<file path="config.mk">
export PLATFORM = sky130hd
export DESIGN_NAME = cpu_mem_bridge
export DESIGN_NICKNAME = d
export VERILOG_FILES = /design/src/rtl/cpu_mem_bridge.sv
export SDC_FILE = /design/constraint.sdc
export NUM_CORES = 1
export LEC_CHECK = 0
export ABC_AREA = 1
export BUFFER_PORTS_ARGS = -buffer_cell sky130_fd_sc_hd__buf_4
export CORE_MARGIN = 5
export CORE_UTILIZATION = 35
export CTS_BUF_LIST = sky130_fd_sc_hd__clkbuf_2 sky130_fd_sc_hd__clkbuf_4 sky130_fd_sc_hd__clkbuf_8
export DETAILED_ROUTE_END_ITERATION = 8
export PLACE_DENSITY_LB_ADDON = 0.1
export REMOVE_ABC_BUFFERS = 1
export SYNTH_ARGS = -nofsm -noshare
export SYNTH_HDL_FRONTEND = slang
export SYNTH_SLANG_ARGS = --single-unit
</file>
<file path="constraint.sdc">
create_clock -name clk_i -period 1.7 [get_ports clk_i]
set_clock_uncertainty 0.1 [all_clocks]
set_input_delay 0.085 -clock clk_i [delete_from_list [all_inputs] [get_ports clk_i]]
set_output_delay 0.085 -clock clk_i [all_outputs]
set_load 0.02 [all_outputs]
</file>
<file path="src/rtl/cpu_mem_bridge.sv">
// cpu_mem_bridge: registered bridge from a RISC-V native memory port (valid/ready, wstrb)
// to the system bus (one-cycle address strobe, write pulse, byte enables, fixed-latency
// read data), with halt stalling, abort handling and an N-channel IRQ edge-to-pulse front end.
module cpu_mem_bridge #(
    parameter int address_width = 32,
    parameter int ReadLatency   = 1,
    parameter int IrqCount      = 1,
    parameter int IrqSyncStages = 2,
    parameter bit EnableCPUIRQ  = 1'b0
) (
    input  logic                     clk_i,
    input  logic                     reset_i,
    input  logic                     mem_valid_i,
    input  logic [address_width-1:0] mem_addr_i,
    input  logic [31:0]              mem_wdata_i,
    input  logic [3:0]               mem_wstrb_i,
    output logic [31:0]              mem_rdata_o,
    output logic                     mem_ready_o,
    input  logic                     cpu_halt_i,
    output logic [address_width-1:0] address_o,
    output logic [31:0]              data_o,
    output logic                     we_o,
    output logic [3:0]               we_ram_o,
    input  logic [31:0]              data_i,
    input  logic [IrqCount-1:0]      irq_i,
    output logic [IrqCount-1:0]      irq_o,
    output logic                     busy_o
);

    typedef enum logic [1:0] {
        S_IDLE   = 2'd0,
        S_STROBE = 2'd1,
        S_WAIT   = 2'd2,
        S_RESP   = 2'd3
    } state_t;

    // WAIT lasts ReadLatency cycles, so the counter starts one below the latency.
    localparam logic [3:0] CntLoad = 4'(ReadLatency - 1);

    state_t                   state_q, state_d;
    logic [address_width-1:0] addr_q, addr_d;
    logic [31:0]              wdata_q, wdata_d;
    logic [31:0]              rdata_q, rdata_d;
    logic [3:0]               wstrb_q, wstrb_d;
    logic [3:0]               cnt_q, cnt_d;
    logic                     abort_q, abort_d;

    // State register
    always_ff @(posedge clk_i) begin
        if (reset_i) state_q <= S_IDLE;
        else         state_q <= state_d;
    end

    // Next-state logic; an aborted request skips RESP so the core never sees a ready
    always_comb begin
        state_d = state_q;
        case (state_q)
            S_IDLE:   if (mem_valid_i && !cpu_halt_i) state_d = S_STROBE;
            S_STROBE: state_d = S_WAIT;
            S_WAIT:   if (!cpu_halt_i && (cnt_q == 4'd0))
                          state_d = (abort_q || !mem_valid_i) ? S_IDLE : S_RESP;
            S_RESP:   if (!cpu_halt_i) state_d = S_IDLE;
            default:  state_d = S_IDLE;
        endcase
    end

    // Request latch, latency counter, abort flag and read-data capture
    always_comb begin
        addr_d  = addr_q;
        wdata_d = wdata_q;
        wstrb_d = wstrb_q;
        cnt_d   = cnt_q;
        rdata_d = rdata_q;
        abort_d = abort_q;
        case (state_q)
            S_IDLE: begin
                if (mem_valid_i && !cpu_halt_i) begin
                    addr_d  = mem_addr_i;
                    wdata_d = mem_wdata_i;
                    wstrb_d = mem_wstrb_i;
                    abort_d = 1'b0;
                end
            end
            S_STROBE: begin
                cnt_d = CntLoad;
                if (!mem_valid_i) abort_d = 1'b1;
            end
            S_WAIT: begin
                if (!mem_valid_i) abort_d = 1'b1;
                if (!cpu_halt_i) begin
                    if (cnt_q == 4'd0) rdata_d = data_i;
                    else               cnt_d   = cnt_q - 4'd1;
                end
            end
            default: ;
        endcase
    end

    // Datapath registers; cleared on reset so every output starts at zero
    always_ff @(posedge clk_i) begin
        if (reset_i) begin
            addr_q  <= '0;
            wdata_q <= '0;
            wstrb_q <= '0;
            cnt_q   <= '0;
            rdata_q <= '0;
            abort_q <= 1'b0;
        end else begin
            addr_q  <= addr_d;
            wdata_q <= wdata_d;
            wstrb_q <= wstrb_d;
            cnt_q   <= cnt_d;
            rdata_q <= rdata_d;
            abort_q <= abort_d;
        end
    end

    // Bus and core outputs; address/enables only during the strobe, ready follows halt directly
    always_comb begin
        address_o   = '0;
        we_o        = 1'b0;
        we_ram_o    = 4'b0000;
        data_o      = wdata_q;
        mem_rdata_o = rdata_q;
        mem_ready_o = (state_q == S_RESP) && !cpu_halt_i;
        busy_o      = (state_q != S_IDLE);
        if (state_q == S_STROBE) begin
            address_o = addr_q;
            we_o      = (wstrb_q != 4'b0000);
            we_ram_o  = wstrb_q;
        end
    end

    logic [IrqCount-1:0] irq_cur;
    logic [IrqCount-1:0] irq_prev_q, irq_prev_d;
    logic [IrqCount-1:0] irq_pulse_q, irq_pulse_d;

    generate
        if (IrqSyncStages == 0) begin : g_nosync
            assign irq_cur = irq_i;
        end else begin : g_sync
            logic [IrqCount-1:0] sync_q [IrqSyncStages];
            logic [IrqCount-1:0] sync_d [IrqSyncStages];

            // Shift each asynchronous line through the synchroniser chain
            always_comb begin
                sync_d[0] = irq_i;
                for (int k = 1; k < IrqSyncStages; k++) sync_d[k] = sync_q[k-1];
            end

            // Synchroniser flops
            always_ff @(posedge clk_i) begin
                for (int k = 0; k < IrqSyncStages; k++) begin
                    if (reset_i) sync_q[k] <= '0;
                    else         sync_q[k] <= sync_d[k];
                end
            end

            assign irq_cur = sync_q[IrqSyncStages-1];
        end
    endgenerate

    // Rising-edge detect per channel; the front end is gated off when IRQs are disabled
    always_comb begin
        irq_prev_d  = irq_cur;
        irq_pulse_d = EnableCPUIRQ ? (irq_cur & ~irq_prev_q) : '0;
    end

    // Edge-detect history and registered pulse; zero at reset so a held line pulses once
    always_ff @(posedge clk_i) begin
        if (reset_i) begin
            irq_prev_q  <= '0;
            irq_pulse_q <= '0;
        end else begin
            irq_prev_q  <= irq_prev_d;
            irq_pulse_q <= irq_pulse_d;
        end
    end

    assign irq_o = irq_pulse_q;

endmodule

</file>
==> flow_metrics.tcl <==
set metrics [dict create \
    status "complete, no violations" \
    core_area_um2 12500 \
    routed_via_density 4.36 \
    initial_core_util 0.354 \
    synth.largest_area_cell "dfxtp_1" \
    critPathRequiredTime_ns 1.51 \
    finalWorstSetupSlack_ns 0.0622 \
    dp_slack_ns 0.0849 \
    drtIter0Drc 146 \
    grt_pass1_wl_um 20300 \
    power.density_nw_per_um2 1100 \
    r2r_end "mem_rdata_o[26]" \
    switching_power_mw 3.03 \
    antenna_found_initial 0 \
    die_w_um 122 \
    synth_top_area_frac 0.486 \
    p_int_mw 5.27 \
    path_max_fanout 8 \
    portBuffers 206 \
    p_sw_frac 0.365 \
    synth_cell_types 23 \
    clkLatencyLatePin_ns 0.37 \
    htree_levels 3 \
    syn_area_per_cell_um2 7.59 \
    clk_pin_slew_ns 0.10 \
    syn2layout_area_growth_pct 71.0 \
    power_frac_seq 0.394 \
    rows 41 \
    ys_seq_area_frac 0.486 \
    first_pass_iters 4 \
    min_path_type "primary input to register" \
    p_clk_frac 0.185 \
    multi_input_area_um2 1520 \
    place.gp.congestion 0.780 \
    cts_buffers 9 \
    nets 992 \
    seq_area_um2 2140 \
    cp-endpoint "address_o[12]" \
    dieArea_um2 14900 \
    cts_tree "built" \
    drv_cap 0 \
    num_io_pins 209 \
    setup_tns_ns 0 \
    setup_viol 0 \
    num_antenna_cells 0 \
    grt_max_degree 67 \
    fmax_mhz 611 \
    reg2reg_from "state_q[0]" \
    grt_setup_unrepaired "yes" \
    final_cell_area_um2 7540 \
    drv_slew 0 \
    wl_per_cell_um 12.5 \
    yosys_warnings 0 \
    synthCells 581 \
    combPwrFrac 0.421 \
    vias 4620 \
    cts_root_buf "clkbuf_8" \
    layout-drive-gt1-share 0.325 \
    cts_buffer_depth 2 \
    die_h_um 122 \
    p_leak_nw 3.51 \
    fillers 1085 \
    finalPower_mw 8.31 \
    drt.antenna.violating_nets 0 \
    setup.worst_path.class "register to primary output" \
    syn_area_um2 4410 \
    grt_usage 0.170 \
    cp-start-kind "register" \
    ir_worst_vdd_uv 545 \
    crit_start "state_q[1]" \
    hold_viol_final 0 \
    reg2reg_depth 8 \
    netlist_top_cells_area "dfxtp_1 49%, inv_1 12%, a21oi_1 12%" \
    cts.sinks 107 \
    end_kind "primary output" \
    arrival_ns 1.45 \
    wl_um 13300 \
    dp_hpwl_um 8420 \
    placed_cell_area_um2 6060 \
    grt_pass1_vias 4430 \
    post-route-period-util 0.963 \
    min_period_ns 1.64 \
    drc_errors 0 \
    r2r_slack_ns 0.06 \
    overflow 0 \
    ys_seq_elements 107 \
]
what timing repair did:
action | CTS | global route
hold endpoints to repair | 104 | 0
hold buffers | 102 | 0
endpoints found under the setup margin | 37 | 77
setup buffers | 0 | 5
cloned | 0 | 3
gates resized for setup | 4 | 68
pin swaps | 0 | 2
routing by layer:
metal  vias up  track usage  part of all wire
met1      2062        0.185              0.39
met4         0       0.0777             0.028
met5         -            0                 0
met2       121        0.300              0.52
li1       2410            -                 -
met3        27       0.0544             0.067
cell usage in the layout (no fill, tap or decap), types with 2 or more instances in the layout:
master         instances
o21ai_2                5
clkbuf_8              12
buf_12                 5
inv_1                125
nand2_2               12
a21oi_1              107
buf_6                 29
o21ai_0                8
dfxtp_2                2
ha_2                   2
buf_4                189
dfxtp_1              105
inv_2                 20
nor2_1                 9
clkbuf_16              2
nand3_4                2
dlygate4sd3_1        102
nand2_1               42
o21ai_1               88
nand3_1                5
nor3_1                 2
ha_1                   2
flip-flops by register name, summed over array words and instances, names as in the netlist:
register,count
mem_rdata_o,32
state_q,2
cnt_q,4
data_o,32
addr_q,32
wstrb_q,4
abort_q,1
cell usage after synthesis:
master and n:
clkbuf_1 6, a21oi_1 107, dfxtp_1 107, nand2_1 54
ha_1 5, o21ai_2 3, o21ai_1 87, o21a_1 1
inv_1 144, nor2_1 9, buf_2 15, conb_1 1
buf_4 3, buf_6 13, nand3b_1 1, nor2_2 2
inv_2 2, nand3_2 1, o21ai_0 11, nor3_1 2
nand3_1 5, or2_1 1, nand3_4 1
power groups by stage:
stage                     Sequential [mW]  Clock (mW)  Combinational [mW]
final                                3.27        1.54                3.50
after CTS                            3.25        1.61                3.14
after global routing                 3.34        1.70                3.84
after detailed placement             3.30           0                2.93
after global placement               3.28           0                2.87
after floorplan                      3.62           0                1.28
worst max-delay path, cell delays in order, from the launching register on:
cell and delay [ns]:
dfxtp_2 0.36, inv_4 0.08, ha_4 0.22, clkbuf_16 0.19, nand2_1 0.05, inv_1 0.06, buf_6 0.11
area by class of cell:
class	count	area share
multi-input combinational	291	0.201
inverter	146	0.0730
tap	172	0.0285
sequential	107	0.284
clock buffer	13	0.0229
clock inverter	3	0.00282
timing repair buffer	327	0.387
worst min path at each step:
| stage | from | slack [ns] | depth (start not counted) | to |
|---|---|---|---|---|
| after detailed placement | reset_i | 0.20 | 2 | cnt_q[1] |
| after CTS | cpu_halt_i | 0.07 | 6 | cnt_q[0] |
| final | cpu_halt_i | 0.10 | 6 | cnt_q[0] |
| after global placement | reset_i | 0.19 | 2 | cnt_q[1] |
| after floorplan | reset_i | 0.05 | 1 | cnt_q[1] |
| after global routing | cpu_halt_i | 0.1 | 6 | cnt_q[0] |
cell families (layout without fill, tap and decap cells):
family	Yosys count	in the layout	synth area share
fa+ha+maj	5	5	0.0142
buf+inv	183	489	0.185
simple gates	76	76	0.0738
flops	107	107	0.486
other cells	1	1	0.000851
compound gates	209	209	0.240
stage by stage:
step	utilization	hold WS, ns	cells
final	0.605	0.103	1059
after global routing	0.605	0.0988	1059
after CTS	0.584	0.0673	1051
after detailed placement	0.486	0.201	933
after global placement	0.486	0.195	933
after floorplan	-	0.0541	544
(Power assumes the default switching activity.)
